[config.mk]
export PLATFORM = sky130hd
export DESIGN_NAME = wishbone_master_if
export DESIGN_NICKNAME = d
export VERILOG_FILES = /design/src/rtl/wishbone_master_if.sv
export SDC_FILE = /design/constraint.sdc
export NUM_CORES = 1
export LEC_CHECK = 0
export BUFFER_PORTS_ARGS = -buffer_cell sky130_fd_sc_hd__buf_2
export CORE_ASPECT_RATIO = 0.75
export CORE_UTILIZATION = 36
export CTS_BUF_LIST = sky130_fd_sc_hd__clkbuf_4 sky130_fd_sc_hd__clkbuf_8 sky130_fd_sc_hd__clkbuf_16
export DETAILED_ROUTE_END_ITERATION = 12
export GPL_ROUTABILITY_DRIVEN = 0
export MAX_ROUTING_LAYER = met4
export PLACE_DENSITY = 0.68
export SYNTH_ARGS = -nofsm -noshare
export SYNTH_HDL_FRONTEND = slang
export SYNTH_SLANG_ARGS = --single-unit
[constraint.sdc]
create_clock -name clk -period 1.6 [get_ports clk]
set_input_delay 0.32 -clock clk [delete_from_list [all_inputs] [get_ports clk]]
set_output_delay 0.32 -clock clk [all_outputs]
set_load 0.01 [all_outputs]
[src/rtl/wishbone_master_if.sv]
// ---------------------------------------------------------------------------
// wishbone_master_if
//
// Purpose:
//   A Wishbone initiator that performs one transaction at a time. It drives
//   the SPI peripheral's slave port (data register 0x10, command register
//   0x20) and takes its requests from a simple valid/ready interface.
//   CYC and STB stay asserted until the slave sends ACK or the timeout
//   expires. Each transaction returns a one-cycle response pulse. The bus
//   is then kept idle for a minimum gap, so that the slave's STB&CYC
//   rising-edge detector sees a fresh edge for every cycle.
//
// Ports:
//   clk, rst     system clock; synchronous active-high reset
//   req_*        request channel (valid/ready, we, addr, wdata)
//   resp_*       response pulse (valid) with read data and timeout flag
//   busy         high whenever the block is not idle
//   wb_*         Wishbone master signals (addr, we, stb, cyc, dout, din, ack)
//
// Every output is a flop. The next value of each output is decoded from
// the next state, so each output changes on the same edge as the state.
// ---------------------------------------------------------------------------
module wishbone_master_if #(
  parameter int TIMEOUT = 16,  // ACTIVE cycles without ACK before abort (>=2)
  parameter int TO_W    = 5,   // timeout counter width, 2**TO_W > TIMEOUT
  parameter int MIN_GAP = 1    // idle bus cycles between bus cycles (>=1)
) (
  input  logic        clk,
  input  logic        rst,
  input  logic        req_valid,
  output logic        req_ready,
  input  logic        req_we,
  input  logic [31:0] req_addr,
  input  logic [31:0] req_wdata,
  output logic        resp_valid,
  output logic [31:0] resp_rdata,
  output logic        resp_err,
  output logic        busy,
  output logic [31:0] wb_addr,
  output logic        wb_we,
  output logic        wb_stb,
  output logic        wb_cyc,
  output logic [31:0] wb_dout,
  input  logic [31:0] wb_din,
  input  logic        wb_ack
);

  typedef enum logic [1:0] {
    IDLE,
    ACTIVE,
    RESP,
    GAP
  } state_t;

  // The RESP cycle is the first idle bus cycle. GAP covers the remaining
  // MIN_GAP-1 cycles, so its counter runs from 0 up to MIN_GAP-2.
  localparam int GAP_W = (MIN_GAP > 1) ? $clog2(MIN_GAP) : 1;
  localparam logic [GAP_W-1:0] GAP_LAST = GAP_W'((MIN_GAP > 1) ? MIN_GAP - 2 : 0);
  localparam logic [TO_W-1:0]  TO_LAST  = TO_W'(TIMEOUT - 1);

  state_t            state, next_state;
  logic [TO_W-1:0]   to_cnt, to_cnt_d;
  logic [GAP_W-1:0]  gap_cnt, gap_cnt_d;

  logic              req_ready_d, busy_d, resp_valid_d, resp_err_d;
  logic [31:0]       resp_rdata_d;
  logic [31:0]       wb_addr_d, wb_dout_d;
  logic              wb_we_d, wb_stb_d, wb_cyc_d;

  // Only a clean 1 counts as an acknowledge. A floating or unknown ACK
  // makes the equality false, so the transaction keeps waiting.
  logic ack_ok;
  assign ack_ok = (wb_ack == 1'b1);

  logic timeout_hit;
  assign timeout_hit = (to_cnt == TO_LAST);

  // -------------------------------------------------------------------------
  // State and output registers
  // -------------------------------------------------------------------------
  always_ff @(posedge clk) begin
    if (rst) begin
      state      <= IDLE;
      to_cnt     <= '0;
      gap_cnt    <= '0;
      req_ready  <= 1'b1;
      busy       <= 1'b0;
      resp_valid <= 1'b0;
      resp_rdata <= '0;
      resp_err   <= 1'b0;
      wb_addr    <= '0;
      wb_we      <= 1'b0;
      wb_stb     <= 1'b0;
      wb_cyc     <= 1'b0;
      wb_dout    <= '0;
    end else begin
      // NOTE: non-blocking assignments let every flop sample pre-edge values,
      // so the order of the statements below does not matter.
      state      <= next_state;
      to_cnt     <= to_cnt_d;
      gap_cnt    <= gap_cnt_d;
      req_ready  <= req_ready_d;
      busy       <= busy_d;
      resp_valid <= resp_valid_d;
      resp_rdata <= resp_rdata_d;
      resp_err   <= resp_err_d;
      wb_addr    <= wb_addr_d;
      wb_we      <= wb_we_d;
      wb_stb     <= wb_stb_d;
      wb_cyc     <= wb_cyc_d;
      wb_dout    <= wb_dout_d;
    end
  end

  // -------------------------------------------------------------------------
  // Next-state logic
  // -------------------------------------------------------------------------
  always_comb begin
    // NOTE: a default assignment on entry keeps every path assigned, so no
    // latch is inferred.
    next_state = state;
    unique case (state)
      IDLE:   if (req_valid) next_state = ACTIVE;
      // An ACK on the last allowed cycle still wins over the timeout.
      ACTIVE: if (ack_ok || timeout_hit) next_state = RESP;
      RESP:   next_state = (MIN_GAP == 1) ? IDLE : GAP;
      GAP:    if (gap_cnt == GAP_LAST) next_state = IDLE;
      default: next_state = IDLE;
    endcase
  end

  // -------------------------------------------------------------------------
  // Output / datapath next values
  // -------------------------------------------------------------------------
  always_comb begin
    req_ready_d  = (next_state == IDLE);
    busy_d       = (next_state != IDLE);
    resp_valid_d = (next_state == RESP);
    wb_cyc_d     = (next_state == ACTIVE);
    wb_stb_d     = (next_state == ACTIVE);
    // The slave decodes addr/we without a select line, so outside ACTIVE
    // they are parked at 0. Address 0 matches no register.
    wb_addr_d    = '0;
    wb_we_d      = 1'b0;
    wb_dout_d    = '0;
    // The response holds its value until the next response pulse.
    resp_rdata_d = resp_rdata;
    resp_err_d   = resp_err;
    to_cnt_d     = '0;
    gap_cnt_d    = '0;

    unique case (state)
      IDLE: begin
        // The wb_* registers latch the request itself; no separate copy.
        if (req_valid) begin
          wb_addr_d = req_addr;
          wb_we_d   = req_we;
          wb_dout_d = req_wdata;
        end
      end
      ACTIVE: begin
        if (next_state == ACTIVE) begin
          wb_addr_d = wb_addr;
          wb_we_d   = wb_we;
          wb_dout_d = wb_dout;
          to_cnt_d  = to_cnt + TO_W'(1);
        end else if (ack_ok) begin
          resp_rdata_d = wb_we ? 32'h0 : wb_din;
          resp_err_d   = 1'b0;
        end else begin
          resp_rdata_d = 32'h0;
          resp_err_d   = 1'b1;
        end
      end
      GAP: begin
        gap_cnt_d = gap_cnt + GAP_W'(1);
      end
      default: ;
    endcase
  end

endmodule

==> flow_summary.html, run 1 <==
<table>
<tr><th>Metric</th><th>Value</th></tr>
<tr><th colspan="2">Layout</th></tr>
<tr><td>Number of nets at the end of the flow</td><td>724</td></tr>
<tr><td>Area Overhead vs Synth</td><td>48.7%</td></tr>
<tr><td>Antenna Diode Count</td><td>0</td></tr>
<tr><td>Number of filler cells placed in the layout</td><td>1011</td></tr>
<tr><td>Commonest non-fill, non-tap cell in the layout</td><td>sky130_fd_sc_hd__buf_2</td></tr>
<tr><td>Highest-count cells in the layout ignoring fill and taps</td><td>sky130_fd_sc_hd__buf_2, sky130_fd_sc_hd__dfxtp_1, sky130_fd_sc_hd__a22oi_2, sky130_fd_sc_hd__nor2_1, sky130_fd_sc_hd__nand4b_1</td></tr>
<tr><td>Ratio of cells with drive above 1 in the final layout</td><td>60.3%</td></tr>
<tr><th colspan="2">Floorplanning</th></tr>
<tr><td>Initial core utilization</td><td>37.9%</td></tr>
<tr><td>Row count</td><td>33</td></tr>
<tr><td>Top-Level Pins</td><td>204</td></tr>
<tr><td>Die area</td><td>12300 sq um</td></tr>
<tr><td>Vert. Die Dim</td><td>96.1 um</td></tr>
<tr><td>Chip Width</td><td>128 um</td></tr>
<tr><td>Core area</td><td>11200 sq um</td></tr>
<tr><th colspan="2">Clock tree</th></tr>
<tr><td>Clock tree from TritonCTS</td><td>done</td></tr>
<tr><td>H-tree lvl count</td><td>3</td></tr>
<tr><td>Clock transition time at the flip-flop clock pins of the worst setup and hold paths</td><td>70 ps</td></tr>
<tr><td>Number of buffers created by CTS</td><td>9</td></tr>
<tr><td>Hold-fix buffers, CTS</td><td>0</td></tr>
<tr><td>Sink count of the clock tree</td><td>110</td></tr>
<tr><td>Root Buffer Master</td><td>sky130_fd_sc_hd__clkbuf_16</td></tr>
<tr><td>Clk_lat worst skew</td><td>350 ps</td></tr>
<tr><td>Maximum buffer depth of the clock tree</td><td>2</td></tr>
<tr><th colspan="2">Setup path</th></tr>
<tr><td>CP top delay family</td><td>buffers and inverters</td></tr>
<tr><td>Startpoint-to-endpoint class of the critical path</td><td>reg -&gt; reg</td></tr>
<tr><td>Kind of start point of the critical path</td><td>register</td></tr>
<tr><td>Critical path capture point type</td><td>register</td></tr>
<tr><td>Cell with the biggest individual delay on the critical path</td><td>sky130_fd_sc_hd__dfxtp_2</td></tr>
<tr><td>Delay of the slowest cell on the worst path</td><td>340 ps</td></tr>
<tr><td>Req. time, crit path</td><td>1810 ps</td></tr>
<tr><td>Buf/Inv on CP</td><td>5</td></tr>
<tr><td>Maximum net fanout on the critical path</td><td>8</td></tr>
<tr><td>Ordered cell list for the critical path</td><td>ha_4, and3_4, ha_4, buf_4, buf_6, nor2_4, buf_12, clkbuf_16, buf_6, nor3_1</td></tr>
<tr><td>Critical path data arrival time</td><td>1990 ps</td></tr>
<tr><th colspan="2">STA</th></tr>
<tr><td>Worst path setup slack after routing</td><td>-175 ps</td></tr>
<tr><td>Clock skew after layout</td><td>between 10 and 15 ps</td></tr>
<tr><td>Tmin final</td><td>1770 ps</td></tr>
<tr><td>Ratio of final minimum period to clock period</td><td>111%</td></tr>
<tr><td>Number of hold violations in the final report</td><td>0</td></tr>
<tr><td>FMAX</td><td>564 MHz</td></tr>
<tr><td>Setup-violating endpoint count in the final report</td><td>102</td></tr>
<tr><td>Worst slew pin tran</td><td>548 ps</td></tr>
<tr><td>Final setup TNS</td><td>-11860 ps</td></tr>
<tr><td>Number of max-slew violations in the final report</td><td>0</td></tr>
<tr><td>Setup repair after global routing missed its margin</td><td>yes</td></tr>
<tr><td>Slew Limit Headroom</td><td>63.3%</td></tr>
<tr><th colspan="2">Global route</th></tr>
<tr><td>Busiest layer in global routing</td><td>met2</td></tr>
<tr><td>Wire length of the first global-routing pass</td><td>17600 um</td></tr>
<tr><td>Grt met1 use</td><td>22.3%</td></tr>
<tr><td>Overflow left after global routing</td><td>0</td></tr>
<tr><td>Vias in the first global route</td><td>between 3000 and 4000</td></tr>
<tr><td>Number of antenna violations at the first check in global routing</td><td>0</td></tr>
<tr><td>Maximum number of pins on one net before global-route repair</td><td>50</td></tr>
<tr><td>Met3 layer usage reported by global route</td><td>6.00%</td></tr>
<tr><td>Met2 capacity usage during global routing</td><td>31.8%</td></tr>
<tr><td>Total routing resource utilization after global routing</td><td>18.8%</td></tr>
<tr><th colspan="2">Power</th></tr>
<tr><td>Max IR drop VDD</td><td>roughly 540 uV</td></tr>
<tr><td>Pleak</td><td>0.00270 uW</td></tr>
<tr><td>Fraction of power consumed by combinational cells</td><td>15.0%</td></tr>
<tr><td>Power spent charging and discharging nets</td><td>1570 uW</td></tr>
<tr><td>Clock share of power</td><td>38.1%</td></tr>
<tr><td>Sequential share of power</td><td>47.0%</td></tr>
<tr><td>Power density cells</td><td>986 nW/um^2</td></tr>
<tr><td>Switching Fraction</td><td>25.2%</td></tr>
<tr><td>Internal</td><td>4670 uW</td></tr>
<tr><th colspan="2">Status</th></tr>
<tr><td>Violated checks</td><td>negative setup slack</td></tr>
<tr><td>Outcome</td><td>complete, but fails checks</td></tr>
<tr><th colspan="2">Place</th></tr>
<tr><td>Total of buffers placed on input and output ports</td><td>203</td></tr>
<tr><td>Dpl ws</td><td>-166 ps</td></tr>
<tr><td>Detailed placer's ending HPWL</td><td>7970 um</td></tr>
<tr><th colspan="2">Logic synthesis</th></tr>
<tr><td>Syn Area/Cell</td><td>10.2 sq um</td></tr>
<tr><td>Xor/xnor cell area share of the yosys netlist</td><td>0.412%</td></tr>
<tr><td>Flop and latch count out of synthesis</td><td>110</td></tr>
<tr><td>Net Count, Synth</td><td>519</td></tr>
<tr><td>Post-Synth Adder-Cell Area</td><td>0.588%</td></tr>
<tr><td>Area share of the leading cell type in the synthesized netlist</td><td>51.8%</td></tr>
<tr><td>Yosys warning count</td><td>0</td></tr>
<tr><td>Yosys top cell by area</td><td>sky130_fd_sc_hd__dfxtp_1</td></tr>
<tr><td>Share of cell area taken by muxes after synthesis</td><td>less than 1%</td></tr>
<tr><td>Cell count after synthesis</td><td>416</td></tr>
<tr><td>Unique masters post-synth</td><td>34</td></tr>
<tr><td>Post-synthesis sequential area ratio</td><td>51.8%</td></tr>
<tr><td>Cell types occupying the most area after synthesis</td><td>sky130_fd_sc_hd__dfxtp_1, sky130_fd_sc_hd__a22oi_2, sky130_fd_sc_hd__nand4b_1, sky130_fd_sc_hd__a22oi_1, sky130_fd_sc_hd__nor2_2</td></tr>
<tr><td>Area fraction in and, or, nand and nor cells after synthesis</td><td>17.4%</td></tr>
<tr><td>Main combinational cell family by area after synthesis</td><td>compound AO/OA/AOI/OAI gates</td></tr>
<tr><td>Compound-cell area share of the yosys netlist</td><td>a little under a quarter</td></tr>
<tr><td>Mapped Area</td><td>4250 sq um</td></tr>
<tr><th colspan="2">Routing</th></tr>
<tr><td>Mean routed wirelength per cell</td><td>14.9 um</td></tr>
<tr><td>Routed WL</td><td>11600 um</td></tr>
<tr><td>DRC violation count after routing</td><td>0</td></tr>
<tr><td>Vias per inst</td><td>~5.0</td></tr>
<tr><td>First-pass detailed-route iteration total</td><td>4</td></tr>
<tr><td>Routed Antenna Nets</td><td>0</td></tr>
<tr><td>Iteration-0 DRC Markers</td><td>around 110</td></tr>
<tr><td>Total via count after detailed routing</td><td>3933</td></tr>
<tr><th colspan="2">Run</th></tr>
<tr><td>MaxCap Viol Count</td><td>0</td></tr>
<tr><th colspan="2">Min path</th></tr>
<tr><td>Worst min-delay path category</td><td>in -&gt; reg</td></tr>
</table>
-- synthesized netlist by cell type --
| cell type | count |
|---|---|
| sky130_fd_sc_hd__dfxtp_1 | 110 |
| sky130_fd_sc_hd__nor2_1 | 37 |
| sky130_fd_sc_hd__a21oi_1 | 35 |
| sky130_fd_sc_hd__a22oi_1 | 35 |
| sky130_fd_sc_hd__nand4b_1 | 32 |
| sky130_fd_sc_hd__o21ai_0 | 32 |
| sky130_fd_sc_hd__a22oi_2 | 30 |
| sky130_fd_sc_hd__nor2_2 | 30 |
| sky130_fd_sc_hd__clkbuf_1 | 21 |
| sky130_fd_sc_hd__buf_2 | 10 |
| sky130_fd_sc_hd__buf_4 | 6 |
| sky130_fd_sc_hd__buf_6 | 6 |
| sky130_fd_sc_hd__nor3_1 | 6 |
| sky130_fd_sc_hd__clkbuf_2 | 2 |
| sky130_fd_sc_hd__ha_1 | 2 |
| sky130_fd_sc_hd__inv_1 | 2 |
| sky130_fd_sc_hd__nand2_1 | 2 |
| sky130_fd_sc_hd__nor2b_1 | 2 |
| sky130_fd_sc_hd__a211oi_1 | 1 |
| sky130_fd_sc_hd__a31oi_1 | 1 |
| sky130_fd_sc_hd__and3_1 | 1 |
| sky130_fd_sc_hd__and3b_1 | 1 |
| sky130_fd_sc_hd__buf_1 | 1 |
| sky130_fd_sc_hd__mux2i_1 | 1 |
| sky130_fd_sc_hd__nand2b_1 | 1 |
| sky130_fd_sc_hd__nand3_1 | 1 |
| sky130_fd_sc_hd__nor3b_1 | 1 |
| sky130_fd_sc_hd__nor3b_2 | 1 |
| sky130_fd_sc_hd__nor4b_1 | 1 |
| sky130_fd_sc_hd__nor4b_4 | 1 |
| sky130_fd_sc_hd__o21bai_1 | 1 |
| sky130_fd_sc_hd__or2_2 | 1 |
| sky130_fd_sc_hd__xnor2_1 | 1 |
| sky130_fd_sc_hd__xor2_1 | 1 |
-- final timing paths --
kind                                    start                     endpoint  slack (ps)  depth (start not counted)
setup / recovery         to_cnt[1]$_SDFF_PP0_        resp_valid$_SDFF_PP0_        -170                         10
hold / removal                    req_addr[2]      wb_addr[2]$_SDFFE_PP0P_         210                          3
setup reg to reg         to_cnt[1]$_SDFF_PP0_        resp_valid$_SDFF_PP0_        -170                         10
hold reg to reg   resp_rdata[15]$_SDFFE_PP0P_  resp_rdata[15]$_SDFFE_PP0P_         460                          2
-- cell type report --
type | instances | area (sq um) | area share, %
clock buffers | 10 | 233 | 3.68
inverters | 2 | 7.51 | 0.119
repair buffers | 240 | 1510 | 23.9
flip-flops and latches | 110 | 2200 | 34.9
multi-input cells | 258 | 2090 | 33.0
well taps | 157 | 196 | 3.11
clock inverters | 5 | 82.6 | 1.31
-- metal layers --
| metal | wire length (um) | vias up |
|---|---|---|
| li1 | - | 1918 |
| met1 | 5240 | 1860 |
| met2 | 5590 | 145 |
| met3 | 728 | 10 |
| met4 | 87 | 0 |
| met5 | 0 | - |
-- power by group through the flow --
stage                     Clock, uW  Combinational (uW)  Sequential, uW
after global placement            0                 819            2980
final                          2380                 933            2930
after floorplan                   0                 414            3030
after CTS                      2440                 872            2920
after global routing           2570                1010            2940
after detailed placement          0                 841            2980
-- registers in the layout, summed over array words and instances (netlist names) --
signal and count:
wb_we 1, gap_cnt 1, to_cnt 5, req_ready 1, wb_cyc 1, busy 1
wb_dout 32, resp_rdata 32, resp_valid 1, resp_err 1, wb_addr 32, state 2
-- metrics by stage --
stage,cell area [sq um],util [%],hold slack [ps],cells,power (uW)
finish,6320,56.3,207,782,6240
global route,6320,56.3,191,782,6520
CTS,6050,53.9,195,777,6240
detailed placement,5620,50.0,462,757,3820
global placement,5620,50.0,454,757,3800
floorplan,4330,-,430,416,3440
-- cell families (layout without fill, tap and decap cells) --
group                      count (synthesis)  in the layout
AOI/OAI and AO/OA                        135            135
xor gates and xnor gates                   2              2
adders and majority gates                  2              2
buffers and inverters                     48            257
DFF                                      110            110
muxes                                      1              1
and+or+nand+nor                          118            118
-- tightest hold or removal path, delay by kind of cell --
family / cells / cell delay [ps]
buf+inv: 1 / 80
compound gates: 1 / 50
simple gates: 1 / 60
-- what timing repair did --
action	4_1_cts	5_1_grt
pin swaps	19	49
endpoints found under the setup margin	102	107
resized for setup	39	60
cloned	1	2
buffers inserted	4	4
Note: power is estimated with default switching activity, not from simulation.
==> inputs of run 2 (changes only) <==
- BUFFER_PORTS_ARGS: -buffer_cell sky130_fd_sc_hd__buf_2 -> -buffer_cell sky130_fd_sc_hd__buf_4
- CORE_ASPECT_RATIO: 0.75 -> unset
==> run 2 against run 1 <==
Compared with the run above: the flow still finishes with violations (negative setup slack); via count is 2.2% higher; highest routed layer unchanged; non-clock buffer count is 12 higher; largest cell class unchanged; cell count is 0.13% lower; sequential cell count stayed put; core utilization is 4.4 points higher; global-route usage is 2.3 points higher; fmax is 1.9% lower; register-to-register slack worse by 40 ps; cell area is 10% higher; routed wire length is 8.6% higher.
==> flow_summary.html, run 2 (same netlist as run 1, synthesis figures left out) <==
<table>
<tr><th>Metric</th><th>Value</th></tr>
<tr><th colspan="2">Status</th></tr>
<tr><td>Outcome</td><td>complete, but fails checks (unchanged)</td></tr>
<tr><td>Violated checks</td><td>negative setup slack (unchanged)</td></tr>
<tr><th colspan="2">Setup path</th></tr>
<tr><td>Startpoint-to-endpoint class of the critical path</td><td>reg -&gt; reg (unchanged)</td></tr>
<tr><td>CP top delay family</td><td>simple AND/OR/NAND/NOR gates (was buffers and inverters)</td></tr>
<tr><td>Critical path capture point type</td><td>register (unchanged)</td></tr>
<tr><td>Req. time, crit path</td><td>1890 ps (was 1810 ps)</td></tr>
<tr><td>Maximum net fanout on the critical path</td><td>5 (was 8)</td></tr>
<tr><td>Cell with the biggest individual delay on the critical path</td><td>sky130_fd_sc_hd__dfxtp_2 (unchanged)</td></tr>
<tr><td>Buf/Inv on CP</td><td>3 (was 5)</td></tr>
<tr><td>Kind of start point of the critical path</td><td>register (unchanged)</td></tr>
<tr><td>Ordered cell list for the critical path</td><td>ha_4, and3_4, ha_4, nor4b_4, buf_4, clkbuf_16, clkbuf_16, a22oi_1, nor2_1 (was ha_4, and3_4, ha_4, buf_4, buf_6, nor2_4, buf_12, clkbuf_16, buf_6, nor3_1)</td></tr>
<tr><td>Delay of the slowest cell on the worst path</td><td>340 ps (about the same)</td></tr>
<tr><td>Critical path data arrival time</td><td>2100 ps (was 1990 ps)</td></tr>
<tr><th colspan="2">Clock tree</th></tr>
<tr><td>Hold-fix buffers, CTS</td><td>0 (unchanged)</td></tr>
<tr><td>Clk_lat worst skew</td><td>350 ps (about the same)</td></tr>
<tr><td>Number of buffers created by CTS</td><td>9 (unchanged)</td></tr>
<tr><td>Clock transition time at the flip-flop clock pins of the worst setup and hold paths</td><td>70 ps (about the same)</td></tr>
<tr><td>Maximum buffer depth of the clock tree</td><td>2 (unchanged)</td></tr>
<tr><td>Root Buffer Master</td><td>sky130_fd_sc_hd__clkbuf_16 (unchanged)</td></tr>
<tr><td>Sink count of the clock tree</td><td>110 (unchanged)</td></tr>
<tr><td>H-tree lvl count</td><td>3 (unchanged)</td></tr>
<tr><td>Clock tree from TritonCTS</td><td>done (unchanged)</td></tr>
<tr><th colspan="2">Floorplanning</th></tr>
<tr><td>Row count</td><td>39 (was 33)</td></tr>
<tr><td>Chip Width</td><td>111 um (was 128 um)</td></tr>
<tr><td>Initial core utilization</td><td>37.1% (was 37.9%)</td></tr>
<tr><td>Core area</td><td>11500 sq um (was 11200 sq um)</td></tr>
<tr><td>Top-Level Pins</td><td>204 (unchanged)</td></tr>
<tr><td>Vert. Die Dim</td><td>111 um (was 96.1 um)</td></tr>
<tr><td>Die area</td><td>12300 sq um (about the same)</td></tr>
<tr><th colspan="2">Place</th></tr>
<tr><td>Dpl ws</td><td>-195 ps (was -166 ps)</td></tr>
<tr><td>Total of buffers placed on input and output ports</td><td>203 (unchanged)</td></tr>
<tr><td>Number of cells after detailed placement</td><td>751 (was 757)</td></tr>
<tr><td>Detailed placer's ending HPWL</td><td>8600 um (was 7970 um)</td></tr>
<tr><th colspan="2">Layout</th></tr>
<tr><td>Area Overhead vs Synth</td><td>63.6% (was 48.7%)</td></tr>
<tr><td>Number of cells in the finished layout apart from fillers</td><td>781 (was 782)</td></tr>
<tr><td>Number of nets at the end of the flow</td><td>736 (was 724)</td></tr>
<tr><td>Largest registers</td><td>resp_rdata (32), wb_addr (32), wb_dout (32) (unchanged)</td></tr>
<tr><td>Antenna Diode Count</td><td>0 (unchanged)</td></tr>
<tr><td>Ratio of cells with drive above 1 in the final layout</td><td>60.7% (was 60.3%)</td></tr>
<tr><td>Final design utilization</td><td>60.7% (was 56.3%)</td></tr>
<tr><td>Commonest non-fill, non-tap cell in the layout</td><td>sky130_fd_sc_hd__buf_4 (was sky130_fd_sc_hd__buf_2)</td></tr>
<tr><td>Highest-count cells in the layout ignoring fill and taps</td><td>sky130_fd_sc_hd__buf_4, sky130_fd_sc_hd__dfxtp_1, sky130_fd_sc_hd__a22oi_2 (was sky130_fd_sc_hd__buf_2, sky130_fd_sc_hd__dfxtp_1, sky130_fd_sc_hd__a22oi_2, sky130_fd_sc_hd__nor2_1, sky130_fd_sc_hd__nand4b_1)</td></tr>
<tr><th colspan="2">Global route</th></tr>
<tr><td>Overflow left after global routing</td><td>0 (unchanged)</td></tr>
<tr><td>Vias in the first global route</td><td>4066 (was 3678)</td></tr>
<tr><td>Maximum number of pins on one net before global-route repair</td><td>46 (was 50)</td></tr>
<tr><td>Number of antenna violations at the first check in global routing</td><td>0 (unchanged)</td></tr>
<tr><td>Wire length of the first global-routing pass</td><td>20300 um (was 17600 um)</td></tr>
<tr><td>Total routing resource utilization after global routing</td><td>21.1% (was 18.8%)</td></tr>
<tr><th colspan="2">Routing</th></tr>
<tr><td>Mean routed wirelength per cell</td><td>16.2 um (was 14.9 um)</td></tr>
<tr><td>DRC violation count after routing</td><td>0 (unchanged)</td></tr>
<tr><td>Total via count after detailed routing</td><td>4018 (was 3933)</td></tr>
<tr><td>Routed WL</td><td>12600 um (was 11600 um)</td></tr>
<tr><td>Vias per inst</td><td>5.14 (was 5.03)</td></tr>
<tr><td>First-pass detailed-route iteration total</td><td>4 (unchanged)</td></tr>
<tr><td>Iteration-0 DRC Markers</td><td>175 (was 111)</td></tr>
<tr><td>Routed Antenna Nets</td><td>0 (unchanged)</td></tr>
<tr><th colspan="2">STA</th></tr>
<tr><td>Tmin final</td><td>1810 ps (was 1770 ps)</td></tr>
<tr><td>Clock skew after layout</td><td>4.61 ps (was 10.8 ps)</td></tr>
<tr><td>Number of max-slew violations in the final report</td><td>0 (unchanged)</td></tr>
<tr><td>Ratio of final minimum period to clock period</td><td>113% (was 111%)</td></tr>
<tr><td>Setup repair after global routing missed its margin</td><td>yes (unchanged)</td></tr>
<tr><td>Number of hold violations in the final report</td><td>0 (unchanged)</td></tr>
<tr><td>Final setup TNS</td><td>-15050 ps (was -11860 ps)</td></tr>
<tr><td>Setup-violating endpoint count in the final report</td><td>106 (was 102)</td></tr>
<tr><td>Slew Limit Headroom</td><td>72.1% (was 63.3%)</td></tr>
<tr><td>FMAX</td><td>553 MHz (was 564 MHz)</td></tr>
<tr><td>Worst slew pin tran</td><td>418 ps (was 548 ps)</td></tr>
<tr><td>Worst path setup slack after routing</td><td>-210 ps (was -175 ps)</td></tr>
<tr><th colspan="2">Min path</th></tr>
<tr><td>Worst min-delay path category</td><td>in -&gt; reg (unchanged)</td></tr>
<tr><th colspan="2">Power</th></tr>
<tr><td>Power density cells</td><td>932 nW/um^2 (was 986 nW/um^2)</td></tr>
<tr><td>Pleak</td><td>0.00286 uW (was 0.00270 uW)</td></tr>
<tr><td>Max IR drop VDD</td><td>680 uV (was 535 uV)</td></tr>
<tr><td>Power, Total</td><td>6490 uW (was 6240 uW)</td></tr>
<tr><th colspan="2">Run</th></tr>
<tr><td>MaxCap Viol Count</td><td>0 (unchanged)</td></tr>
</table>
-- run 2: changes by cell type in the layout (fill, tap and decap cells not counted), sizes merged --
cell      delta
clkinv       -1
clkbuf       +5
buf         +10
clkinvlp     +1
inv          -2
-- run 2: path summary, 6_finish.rpt --
check,startpoint,endpoint,slack (ps),cells past startpoint
worst max-delay path,to_cnt[0]$_SDFF_PP0_,wb_addr[29]$_SDFFE_PP0P_,-210,9
worst min-delay path,req_addr[2],wb_addr[2]$_SDFFE_PP0P_,190,3
worst max register to register,to_cnt[0]$_SDFF_PP0_,wb_addr[29]$_SDFFE_PP0P_,-210,9
worst min register to register,resp_rdata[21]$_SDFFE_PP0P_,resp_rdata[21]$_SDFFE_PP0P_,460,2
-- run 2: cell type report --
type,count,area (sq um)
sequential,110,2200
inverter,2,7.51
fill,940,4510
clock inverter,3,67.6
tap,143,179
clock buffer,13,262
multi-input combinational,258,2070
timing repair buffer,252,2170
-- run 2: repair_timing --
action / 4_1_cts / 5_1_grt
setup buffers: 3 / 5
pin swaps: 21 / 57
endpoints found under the setup margin: 83 / 107
resized for setup: 34 / 70
cloned: 3 / 4
-- run 2: tightest hold or removal path, cell delays in order --
cell,delay [ps]
sky130_fd_sc_hd__buf_4,80
sky130_fd_sc_hd__a22oi_2,50
sky130_fd_sc_hd__nor2_2,60
-- run 2: power breakdown --
part	switching, uW	internal (uW)	leakage, uW
Sequential	78.8	2850	0.000898
Combinational	521	584	0.00180
Clock	979	1470	0.000160
-- run 2: layer usage --
metal | vias to the layer above | part of all wire (%) | routed length, um | global-route usage, %
li1 | 1941 | - | - | -
met1 | 1910 | 43 | 5410 | 24.8
met2 | 146 | 50 | 6310 | 35.4
met3 | 21 | 4.9 | 625 | 3.77
met4 | 0 | 2.4 | 299 | 9.07
met5 | - | 0 | 0 | -
-- run 2: stage by stage --
stage          hold WS, ps  area [sq um]
5_1_grt                195          6960
2_1_floorplan          430          4330
4_1_cts                181          6590
3_5_place_dp           465          6160
6_report               191          6960
3_3_place_gp           459          6160
